File: src/rtl/mem_port_arbiter_pkg.sv
// Shared definitions for the unified-memory port arbiter:
// FSM state encoding, byte-enable constants, default widths and small helpers.
package mem_port_arbiter_pkg;

    localparam int DEF_AW = 32;
    localparam int DEF_DW = 32;

    localparam logic [3:0] WE_NONE = 4'b0000;
    localparam logic [3:0] WE_WORD = 4'b1111;

    typedef enum logic [1:0] {
        IDLE   = 2'd0,
        BUSY_I = 2'd1,
        BUSY_D = 2'd2
    } arb_state_e;

    // A data access is a store when any byte lane is enabled.
    function automatic logic is_write(input logic [3:0] we);
        return (we != WE_NONE);
    endfunction

endpackage

File: src/rtl/mem_port_arbiter_if.sv
// Bus bundle for the memory port arbiter: fetch port, data port, memory
// port, pipeline stalls and performance counters.
// slave  : the arbiter's view (serves the CPU ports, drives the memory command).
// master : the surrounding system's view (CPU requesters plus memory model).
interface mem_port_arbiter_if #(
    parameter int AW = mem_port_arbiter_pkg::DEF_AW,
    parameter int DW = mem_port_arbiter_pkg::DEF_DW
);
    // instruction-fetch port
    logic          i_req;
    logic [AW-1:0] i_addr;
    logic          i_gnt;
    logic          i_rvalid;
    logic [DW-1:0] i_rdata;
    // data (MEM-stage) port
    logic          d_req;
    logic [AW-1:0] d_addr;
    logic [3:0]    d_we;
    logic [DW-1:0] d_wdata;
    logic          d_gnt;
    logic          d_rvalid;
    logic [DW-1:0] d_rdata;
    // pipeline freeze controls
    logic          if_stall;
    logic          mem_stall;
    // memory port
    logic          mem_req;
    logic [AW-1:0] mem_addr;
    logic [3:0]    mem_we;
    logic [DW-1:0] mem_wdata;
    logic          mem_rvalid;
    logic [DW-1:0] mem_rdata;
    // stall statistics
    logic [31:0]   perf_i_wait;
    logic [31:0]   perf_d_wait;

    modport slave (
        input  i_req, i_addr, d_req, d_addr, d_we, d_wdata, mem_rvalid, mem_rdata,
        output i_gnt, i_rvalid, i_rdata, d_gnt, d_rvalid, d_rdata,
               if_stall, mem_stall, mem_req, mem_addr, mem_we, mem_wdata,
               perf_i_wait, perf_d_wait
    );

    modport master (
        output i_req, i_addr, d_req, d_addr, d_we, d_wdata, mem_rvalid, mem_rdata,
        input  i_gnt, i_rvalid, i_rdata, d_gnt, d_rvalid, d_rdata,
               if_stall, mem_stall, mem_req, mem_addr, mem_we, mem_wdata,
               perf_i_wait, perf_d_wait
    );
endinterface

File: src/rtl/mem_arb_starve_ctr.sv
// Fetch starvation tracker: counts data grants issued while a fetch waits,
// saturating at MAX_STARVE, and flags when the fetch must be forced through.
module mem_arb_starve_ctr #(
    parameter int MAX_STARVE = 3
) (
    input  logic clk,
    input  logic reset,
    input  logic d_grant,
    input  logic i_grant,
    input  logic i_req,
    output logic force_fetch
);
    localparam logic [3:0] MAX_C = 4'(MAX_STARVE);

    logic [3:0] starve_cnt_r;

    // Any fetch grant clears the count; data grants over a waiting fetch bump it.
    always_ff @(posedge clk or negedge reset) begin
        if (!reset) begin
            starve_cnt_r <= 4'd0;
        end else if (i_grant) begin
            starve_cnt_r <= 4'd0;
        end else if (d_grant && i_req && (starve_cnt_r != MAX_C)) begin
            starve_cnt_r <= starve_cnt_r + 4'd1;
        end else begin
            starve_cnt_r <= starve_cnt_r;
        end
    end

    assign force_fetch = (starve_cnt_r == MAX_C);

endmodule

File: src/rtl/mem_port_arbiter.sv
// Arbiter sharing one single-port memory between instruction fetch and the
// data port. Data has priority; the starvation counter forces a waiting fetch
// through after MAX_STARVE consecutive data grants. One read is outstanding at
// a time; stores complete in their grant cycle.
// Optional build macro MEM_ARB_PERF_EN adds 32-bit stall-cycle counters;
// without it perf_i_wait/perf_d_wait are constant zero.
module mem_port_arbiter
    import mem_port_arbiter_pkg::*;
#(
    parameter int AW         = DEF_AW,
    parameter int DW         = DEF_DW,
    parameter int MAX_STARVE = 3
) (
    input  logic              clk,
    input  logic              reset,
    mem_port_arbiter_if.slave bus
);
    arb_state_e    state_r;
    logic          active_s;
    logic          idle_s;
    logic          force_fetch_s;
    logic          grant_d_s;
    logic          grant_i_s;
    logic          d_write_s;
    logic          i_rvalid_s;
    logic          d_rvalid_s;
    logic          if_stall_s;
    logic          mem_stall_s;
    logic [AW-1:0] mem_addr_s;
    logic [DW-1:0] mem_wdata_s;
    logic [3:0]    mem_we_s;

    // Outputs are forced low while reset is held, whatever the requesters do.
    assign active_s  = reset;
    assign idle_s    = active_s && (state_r == IDLE);
    assign d_write_s = is_write(bus.d_we);

    mem_arb_starve_ctr #(
        .MAX_STARVE (MAX_STARVE)
    ) u_starve (
        .clk         (clk),
        .reset       (reset),
        .d_grant     (grant_d_s),
        .i_grant     (grant_i_s),
        .i_req       (bus.i_req),
        .force_fetch (force_fetch_s)
    );

    // Same-cycle grant decision in IDLE: data first unless fetch is being forced.
    always_comb begin
        grant_d_s = 1'b0;
        grant_i_s = 1'b0;
        if (idle_s) begin
            if (bus.d_req && !(bus.i_req && force_fetch_s)) begin
                grant_d_s = 1'b1;
            end else if (bus.i_req) begin
                grant_i_s = 1'b1;
            end else begin
                grant_d_s = 1'b0;
                grant_i_s = 1'b0;
            end
        end else begin
            grant_d_s = 1'b0;
            grant_i_s = 1'b0;
        end
    end

    // Memory command mux: fetches always read, so they carry no enables or data.
    always_comb begin
        mem_addr_s  = '0;
        mem_we_s    = WE_NONE;
        mem_wdata_s = '0;
        if (grant_d_s) begin
            mem_addr_s  = bus.d_addr;
            mem_we_s    = bus.d_we;
            mem_wdata_s = bus.d_wdata;
        end else if (grant_i_s) begin
            mem_addr_s  = bus.i_addr;
            mem_we_s    = WE_NONE;
            mem_wdata_s = '0;
        end else begin
            mem_addr_s  = '0;
            mem_we_s    = WE_NONE;
            mem_wdata_s = '0;
        end
    end

    // Response routing: only the owner of the outstanding read sees mem_rvalid.
    assign i_rvalid_s = active_s && (state_r == BUSY_I) && bus.mem_rvalid;
    assign d_rvalid_s = active_s && (state_r == BUSY_D) && bus.mem_rvalid;

    // A store releases the MEM stage in its grant cycle; a load on its response.
    assign if_stall_s  = active_s && bus.i_req && !i_rvalid_s;
    assign mem_stall_s = active_s && bus.d_req && !(d_rvalid_s || (grant_d_s && d_write_s));

    assign bus.mem_req   = grant_d_s || grant_i_s;
    assign bus.mem_addr  = mem_addr_s;
    assign bus.mem_we    = mem_we_s;
    assign bus.mem_wdata = mem_wdata_s;
    assign bus.i_gnt     = grant_i_s;
    assign bus.d_gnt     = grant_d_s;
    assign bus.i_rvalid  = i_rvalid_s;
    assign bus.d_rvalid  = d_rvalid_s;
    assign bus.i_rdata   = i_rvalid_s ? bus.mem_rdata : '0;
    assign bus.d_rdata   = d_rvalid_s ? bus.mem_rdata : '0;
    assign bus.if_stall  = if_stall_s;
    assign bus.mem_stall = mem_stall_s;

    // Transaction FSM: a read grant occupies the port until its response.
    always_ff @(posedge clk or negedge reset) begin
        if (!reset) begin
            state_r <= IDLE;
        end else begin
            case (state_r)
                IDLE: begin
                    if (grant_d_s && !d_write_s) begin
                        state_r <= BUSY_D;
                    end else if (grant_i_s) begin
                        state_r <= BUSY_I;
                    end else begin
                        state_r <= IDLE;
                    end
                end
                BUSY_I: begin
                    if (bus.mem_rvalid) begin
                        state_r <= IDLE;
                    end else begin
                        state_r <= BUSY_I;
                    end
                end
                BUSY_D: begin
                    if (bus.mem_rvalid) begin
                        state_r <= IDLE;
                    end else begin
                        state_r <= BUSY_D;
                    end
                end
                default: begin
                    state_r <= IDLE;
                end
            endcase
        end
    end

`ifdef MEM_ARB_PERF_EN
    logic [31:0] perf_i_r;
    logic [31:0] perf_d_r;

    // Free-running stall-cycle counters, wrapping at 2^32.
    always_ff @(posedge clk or negedge reset) begin
        if (!reset) begin
            perf_i_r <= 32'd0;
            perf_d_r <= 32'd0;
        end else begin
            if (if_stall_s) begin
                perf_i_r <= perf_i_r + 32'd1;
            end else begin
                perf_i_r <= perf_i_r;
            end
            if (mem_stall_s) begin
                perf_d_r <= perf_d_r + 32'd1;
            end else begin
                perf_d_r <= perf_d_r;
            end
        end
    end

    assign bus.perf_i_wait = perf_i_r;
    assign bus.perf_d_wait = perf_d_r;
`else
    assign bus.perf_i_wait = 32'd0;
    assign bus.perf_d_wait = 32'd0;
`endif

endmodule

File: src/flat_wrapper.sv
// flat-port wrapper written by rule: the top's interface ports become plain ports
module mem_port_arbiter_flat import mem_port_arbiter_pkg::*;
#(
    parameter int AW         = DEF_AW,
    parameter int DW         = DEF_DW,
    parameter int MAX_STARVE = 3
)
  (clk, reset, bus_i_req, bus_i_addr, bus_d_req, bus_d_addr, bus_d_we, bus_d_wdata, bus_mem_rvalid, bus_mem_rdata, bus_i_gnt, bus_i_rvalid, bus_i_rdata, bus_d_gnt, bus_d_rvalid, bus_d_rdata, bus_if_stall, bus_mem_stall, bus_mem_req, bus_mem_addr, bus_mem_we, bus_mem_wdata, bus_perf_i_wait, bus_perf_d_wait);
  mem_port_arbiter_if #(.AW(AW), .DW(DW)) bus_i ();
  input  logic clk;
  input  logic reset;
  input wire logic [$bits(bus_i.i_req)-1:0] bus_i_req;
  input wire logic [$bits(bus_i.i_addr)-1:0] bus_i_addr;
  input wire logic [$bits(bus_i.d_req)-1:0] bus_d_req;
  input wire logic [$bits(bus_i.d_addr)-1:0] bus_d_addr;
  input wire logic [$bits(bus_i.d_we)-1:0] bus_d_we;
  input wire logic [$bits(bus_i.d_wdata)-1:0] bus_d_wdata;
  input wire logic [$bits(bus_i.mem_rvalid)-1:0] bus_mem_rvalid;
  input wire logic [$bits(bus_i.mem_rdata)-1:0] bus_mem_rdata;
  output wire logic [$bits(bus_i.i_gnt)-1:0] bus_i_gnt;
  output wire logic [$bits(bus_i.i_rvalid)-1:0] bus_i_rvalid;
  output wire logic [$bits(bus_i.i_rdata)-1:0] bus_i_rdata;
  output wire logic [$bits(bus_i.d_gnt)-1:0] bus_d_gnt;
  output wire logic [$bits(bus_i.d_rvalid)-1:0] bus_d_rvalid;
  output wire logic [$bits(bus_i.d_rdata)-1:0] bus_d_rdata;
  output wire logic [$bits(bus_i.if_stall)-1:0] bus_if_stall;
  output wire logic [$bits(bus_i.mem_stall)-1:0] bus_mem_stall;
  output wire logic [$bits(bus_i.mem_req)-1:0] bus_mem_req;
  output wire logic [$bits(bus_i.mem_addr)-1:0] bus_mem_addr;
  output wire logic [$bits(bus_i.mem_we)-1:0] bus_mem_we;
  output wire logic [$bits(bus_i.mem_wdata)-1:0] bus_mem_wdata;
  output wire logic [$bits(bus_i.perf_i_wait)-1:0] bus_perf_i_wait;
  output wire logic [$bits(bus_i.perf_d_wait)-1:0] bus_perf_d_wait;
  assign bus_i.i_req = bus_i_req;
  assign bus_i.i_addr = bus_i_addr;
  assign bus_i.d_req = bus_d_req;
  assign bus_i.d_addr = bus_d_addr;
  assign bus_i.d_we = bus_d_we;
  assign bus_i.d_wdata = bus_d_wdata;
  assign bus_i.mem_rvalid = bus_mem_rvalid;
  assign bus_i.mem_rdata = bus_mem_rdata;
  assign bus_i_gnt = bus_i.i_gnt;
  assign bus_i_rvalid = bus_i.i_rvalid;
  assign bus_i_rdata = bus_i.i_rdata;
  assign bus_d_gnt = bus_i.d_gnt;
  assign bus_d_rvalid = bus_i.d_rvalid;
  assign bus_d_rdata = bus_i.d_rdata;
  assign bus_if_stall = bus_i.if_stall;
  assign bus_mem_stall = bus_i.mem_stall;
  assign bus_mem_req = bus_i.mem_req;
  assign bus_mem_addr = bus_i.mem_addr;
  assign bus_mem_we = bus_i.mem_we;
  assign bus_mem_wdata = bus_i.mem_wdata;
  assign bus_perf_i_wait = bus_i.perf_i_wait;
  assign bus_perf_d_wait = bus_i.perf_d_wait;
  mem_port_arbiter #(.AW(AW), .DW(DW), .MAX_STARVE(MAX_STARVE)) u_core (.clk(clk), .reset(reset), .bus(bus_i));
endmodule
File: config.mk
export PLATFORM = sky130hd
export DESIGN_NAME = mem_port_arbiter_flat
export DESIGN_NICKNAME = d
export VERILOG_FILES = /design/src/rtl/mem_port_arbiter_pkg.sv /design/src/rtl/mem_port_arbiter_if.sv /design/src/rtl/mem_arb_starve_ctr.sv /design/src/rtl/mem_port_arbiter.sv /design/src/flat_wrapper.sv
export SDC_FILE = /design/constraint.sdc
export NUM_CORES = 1
export LEC_CHECK = 0
export ABC_AREA = 1
export CORE_AREA = 2 2 133 135
export DETAILED_ROUTE_END_ITERATION = 10
export DIE_AREA = 0 0 135 137
export PLACE_DENSITY = 0.56
export SYNTH_ARGS = -nofsm -noshare
export SYNTH_HDL_FRONTEND = slang
export SYNTH_HIERARCHICAL = 1
export SYNTH_SLANG_ARGS = --single-unit
File: constraint.sdc
create_clock -name clk -period 4.3 [get_ports clk]
set_input_delay 0.86 -clock clk [delete_from_list [all_inputs] [get_ports clk]]
set_output_delay 0.86 -clock clk [all_outputs]
set_load 0.01 [all_outputs]
# Word-level counts from Yosys, hierarchy flattened
# Index checks and enable logic that the tools add are counted.
dict set report word_totals {
  regBits 6
  latch_bits 0
  ram_bits 0
  mem_bits_ro 0
  in_bits 137
  out_inout_bits 203
  elab_cells 49
  mem_count 0
}
dict set report op_classes {
  add_sub_neg 1
  n_mul 0
  div_mod_pow 0
  n_lt_le_gt_ge 0
  eq_ne 4
  shift 0
  n_mux 18
  n_bitwise 0
  reduce_logical 24
}
# cell count
set op_table {}
lappend op_table {{$mux 32} 5}
lappend op_table {{$logic_and 1x1->1} 15}
lappend op_table {{$mux 4} 3}
lappend op_table {{$mux 1} 7}
lappend op_table {{$pmux 2 s3} 1}
lappend op_table {{$add 4x1->4 const B} 1}
lappend op_table {{$eq 4x2->1 const B} 1}
lappend op_table {{$logic_not 1->1} 4}
lappend op_table {{$mux 2} 2}
lappend op_table {{$ne 4x2->1 const B} 1}
lappend op_table {{$reduce_bool 4->1} 1}
lappend op_table {{$eq 2x1->1 const B} 1}
lappend op_table {{$eq 2x2->1 const B} 1}
lappend op_table {{$logic_not 2->1} 1}
lappend op_table {{$logic_or 1x1->1} 2}
lappend op_table {{$reduce_bool 2->1} 1}

# Depth between registers and ports, before layout
dict set report logic_depth {
  ltp_word 10
  ltp_mapped 12
  ltp_nobuf 11
}

# Cells and area by module
# Netlist, hierarchy kept.
# mod instances cells_each area_per_inst_um2 seq_area_each_um2
set modules_own_cells {}
lappend modules_own_cells {mem_port_arbiter 1 385 1856.8 50.0}
lappend modules_own_cells {mem_arb_starve_ctr 1 29 227.7 100.1}

# Worst setup path after synthesis
# OpenSTA, ideal clock, no wires.
dict set report synth_timing {
  path_kind {input to output}
  startpoint {in bus_i_req}
  endpoint {out bus_mem_wdata[22]}
  arrival_ns 1.568
  required_time_ns 3.440
  path_slack_ns 1.872
  stages 6
  path_buffers 1
  cell_sequence {nand2_1 nand2_1 nor2_8 inv_4 buf_6 nor2_1}
}
dict set report synth_between {
  elab_chain_len 6
}
# item line
set synth_lines {}
lappend synth_lines {{from (decl)} flat_wrapper.sv:12} ;# input wire logic [$bits(bus_i.i_req)-1:0] bus_i_req;
lappend synth_lines {{$logic_and 1x1->1} mem_port_arbiter.sv:54} ;# if (bus.d_req && !(bus.i_req && force_fetch_s)) begin
lappend synth_lines {{$logic_not 1->1} mem_port_arbiter.sv:54}
lappend synth_lines {{$logic_and 1x1->1} mem_port_arbiter.sv:54}
lappend synth_lines {{$mux 1} mem_port_arbiter.sv:54}
lappend synth_lines {{$mux 1} mem_port_arbiter.sv:53} ;# if (idle_s) begin
lappend synth_lines {{$mux 32} mem_port_arbiter.sv:73} ;# if (grant_d_s) begin
lappend synth_lines {{to (decl)} flat_wrapper.sv:31} ;# output wire logic [$bits(bus_i.mem_wdata)-1:0] bus_mem_wdata;
# No other way between the ends.

# Worst setup path in the final report
dict set report layout_timing {
  startpoint {in reset}
  endpoint {out bus_i_gnt}
}
dict set report layout_between {
  elab_chain_len 2
}
# item line
set layout_lines {}
lappend layout_lines {{from (decl)} flat_wrapper.sv:11} ;# input logic reset;
lappend layout_lines {{$logic_and 1x1->1} mem_port_arbiter.sv:35} ;# assign idle_s = active_s && (state_r == IDLE);
lappend layout_lines {{$mux 1} mem_port_arbiter.sv:53}
lappend layout_lines {{to (decl)} flat_wrapper.sv:20} ;# output wire logic [$bits(bus_i.i_gnt)-1:0] bus_i_gnt;
# No other way between the ends.

==> impl_metrics.csv <==
group,metric,value,unit
outcome,status,"completed",
synthesis,synth_compound_gate_area_share,0.0132,
sta,tightestPinTransition,0.551,ns
placed_design,portBuffers,275,
placed_design,gp_congestion,0.750,
sta,hold_violations,0,
synthesis,synth_area_leader_cell,"buf_4",
die,die_w,135,µm
final_layout,nets,819,
grt,grt_pass1_vias,2681,
critical_path,crit_type,"in -> out",
clock_network,htreeDepth,1,
sta,worst_clock_skew,0.000197,ns
die,initial_core_util,0.122,
power_and_ir_drop,cellLeakagePower,2.42,nW
power_and_ir_drop,powerDensity,129,mW/mm²
sta,setup_viol,0,
synthesis,yosys.area_share.xor_xnor,0.00420,
synthesis,synthSimpleGateAreaFrac,0.464,
clock_network,cts_buffer_depth,2,
clock_network,cts_tree,"yes",
grt,overflow,0,
sta,slew_headroom,0.632,
critical_path,cp.arrival,2.92,ns
critical_path,cp-end-kind,"primary output",
die,die_area,0.0185,mm²
final_layout,multi_input_area,0.00126,mm²
min_path,min_path_cells,2,
critical_path,crit_path_start_kind,"primary input",
routing,dr.pass1.iters,4,
min_path,min-delay-start,"u_core/u_starve/starve_cnt_r[1]$_DFFE_PN0P_",
power_and_ir_drop,ir_worst_vdd,0.0875,mV
critical_path,crit_required,3.44,ns
routing,drtAntennaViolNets,0,
sta,fmax,265,MHz
placed_design,hpwlAfterDp,7740,µm
final_layout,drive_gt1_frac,0.0250,
synthesis,syn-mean-instance-area,5.04,µm²
synthesis,yosys_warnings,6,
clock_network,path_clk_slew,0.03,ns
synthesis,syn_inst,414,
sta,rsz0062_at_grt,"no",
clock_network,cts_buffers,3,
routing,vias,3077,
die,std_cell_rows,48,
critical_path,crit_buf_inv,5,
final_layout,syn_to_final_growth,134,%
critical_path,crit_cells,7,
synthesis,synth_mux_area_frac,0,
final_layout,final_common_cell,"clkdlybuf4s50_1",
critical_path,r2r_cells,12,
synthesis,netlist_area,0.00208,mm²
final_layout,diodes,0,
sta,maxSlewViolCount,0,
clock_network,hold_buffers,0,
clock_network,cts_resized,0,
routing,wirelength,9190,µm
clock_network,root_buffer,"clkbuf_16",
die,pin_count,340,
clock_network,post-cts-setup-buffer-count,0,
grt,grt_start_max_net_pins,38,
critical_path,slowest_delay,0.61,ns
sta,fin_crit_sh,0.878,
grt,antenna_found_initial,0,
min_path,hp-class,"reg -> reg",
placed_design,dpl.cell_count,901,
critical_path,path_max_fanout,19,
synthesis,synth.distinct_cells,21,
routing,viasPerCell,3.40,
final_layout,fin_cells,904,
synthesis,ys_top_cells_by_area,"buf_4, nor2_1, nand2_1",
job,maxCapViolCount,0,
sta,finalCriticalPeriod,3.78,ns
sta,fin_setup_tns,0,ns
routing,first_iter_violations,95,
grt,grt_pass1_wl,12900,µm
critical_path,worstSetupStartpoint,"reset",
critical_path,cp_cell_sequence,"clkdlybuf4s50_1 -> nand2_2 -> inv_1 -> buf_4 -> nand2_1 -> inv_1 -> clkdlybuf4s50_1",
final_layout,most-common-layout-cells,"clkdlybuf4s50_1, nor2_1, nand2_1, inv_1, conb_1",
critical_path,crit_family,"buffers and inverters",
critical_path,crit_path_top_delay_cell,"clkdlybuf4s50_1",
synthesis,synth_top_family_by_area,"simple AND/OR/NAND/NOR gates",
final_layout,regArea,150,µm²
clock_network,clkSinkCount,6,
critical_path,reg2reg_from,"u_core/u_starve/starve_cnt_r[0]$_DFFE_PN0P_",
routing,drcViolationCount,0,
clock_network,clk_latency,0.23,ns
die,dieHeight,137,µm
die,core-area,0.0171,mm²
routing,wl_per_cell,10.2,µm
synthesis,ys_seq_elements,6,
synthesis,ys_seq_area_frac,0.0720,
synthesis,synth_fa_ha_area_frac,0.00600,
final_layout,n_fill_cell,1908,
grt,grt_use_total,0.0847,
synthesis,yosys.area.top_type_share,0.252,
-- report_power, final --
part	total [mW]	leakage, nW	switching (mW)	internal [mW]
sequential	0.0767	0.0812	0.0112	0.0655
clock	0.149	0.0370	0.0298	0.119
combinational	0.402	2.30	0.177	0.224
-- cells by family after synthesis --
kind of cell	Yosys count
AND/OR/NAND/NOR	237
buffers and inverters	164
flip-flops	6
AO/OA/AOI/OAI	4
XOR/XNOR	1
adder cells (fa/ha/maj)	1
other	1
-- cells in the mapped netlist (all sizes together) --
master	count
nand3b	1
nand3	36
nand4	2
nand2	89
o21ai	1
buf	82
xor2	1
conb	1
ha	1
inv	82
a21oi	3
nor2	109
dfrtp	6
-- state kept, by name (all words and copies together) (netlist names) --
name	flops
u_core/u_starve/starve_cnt_r	4
u_core/state_r	2
-- layout make-up --
type                       instances  area share
timing repair buffer             281       0.574
multi-input combinational        307       0.258
inverter                          82      0.0637
tap                              225      0.0578
sequential                         6      0.0308
clock buffer                       3      0.0154
-- worst min-delay path, stage by stage (launching register included) --
cell     delay, ns
dfrtp_1       0.39
nand2_1       0.07
nand2_1       0.05
-- final timing paths --
kind | end | slack [ns]
max | bus_i_gnt | 0.52
min | u_core/u_starve/starve_cnt_r[1]$_DFFE_PN0P_ | 0.54
max reg2reg | u_core/u_starve/starve_cnt_r[3]$_DFFE_PN0P_ | 2.04
min reg2reg | u_core/u_starve/starve_cnt_r[1]$_DFFE_PN0P_ | 0.54
max in group asynchronous | u_core/u_starve/starve_cnt_r[3]$_DFFE_PN0P_ | 3.07
min in group asynchronous | u_core/u_starve/starve_cnt_r[0]$_DFFE_PN0P_ | 0.87
-- stage by stage --
stage	power (mW)	worst slack [ns]	util	instance area (µm²)	hold slack, ns
2_1_floorplan	0.282	1.87	-	2320	0.489
3_3_place_gp	0.481	0.463	0.281	4800	0.529
3_5_place_dp	0.481	0.482	0.281	4800	0.529
4_1_cts	0.635	0.450	0.286	4870	0.541
5_1_grt	0.676	0.359	0.286	4870	0.572
6_report	0.627	0.524	0.286	4870	0.540
-- layer usage --
metal | part of all wire | up-vias | global-route usage | routed length [µm]
met5 | 0 | - | 0 | 0
li1 | - | 1591 | - | -
met4 | 0.0011 | 0 | 0.00868 | 10
met3 | 0.12 | 2 | 0.0252 | 1140
met1 | 0.36 | 1291 | 0.0921 | 3270
met2 | 0.52 | 193 | 0.166 | 4770
Power figures use the tool's default switching activity.
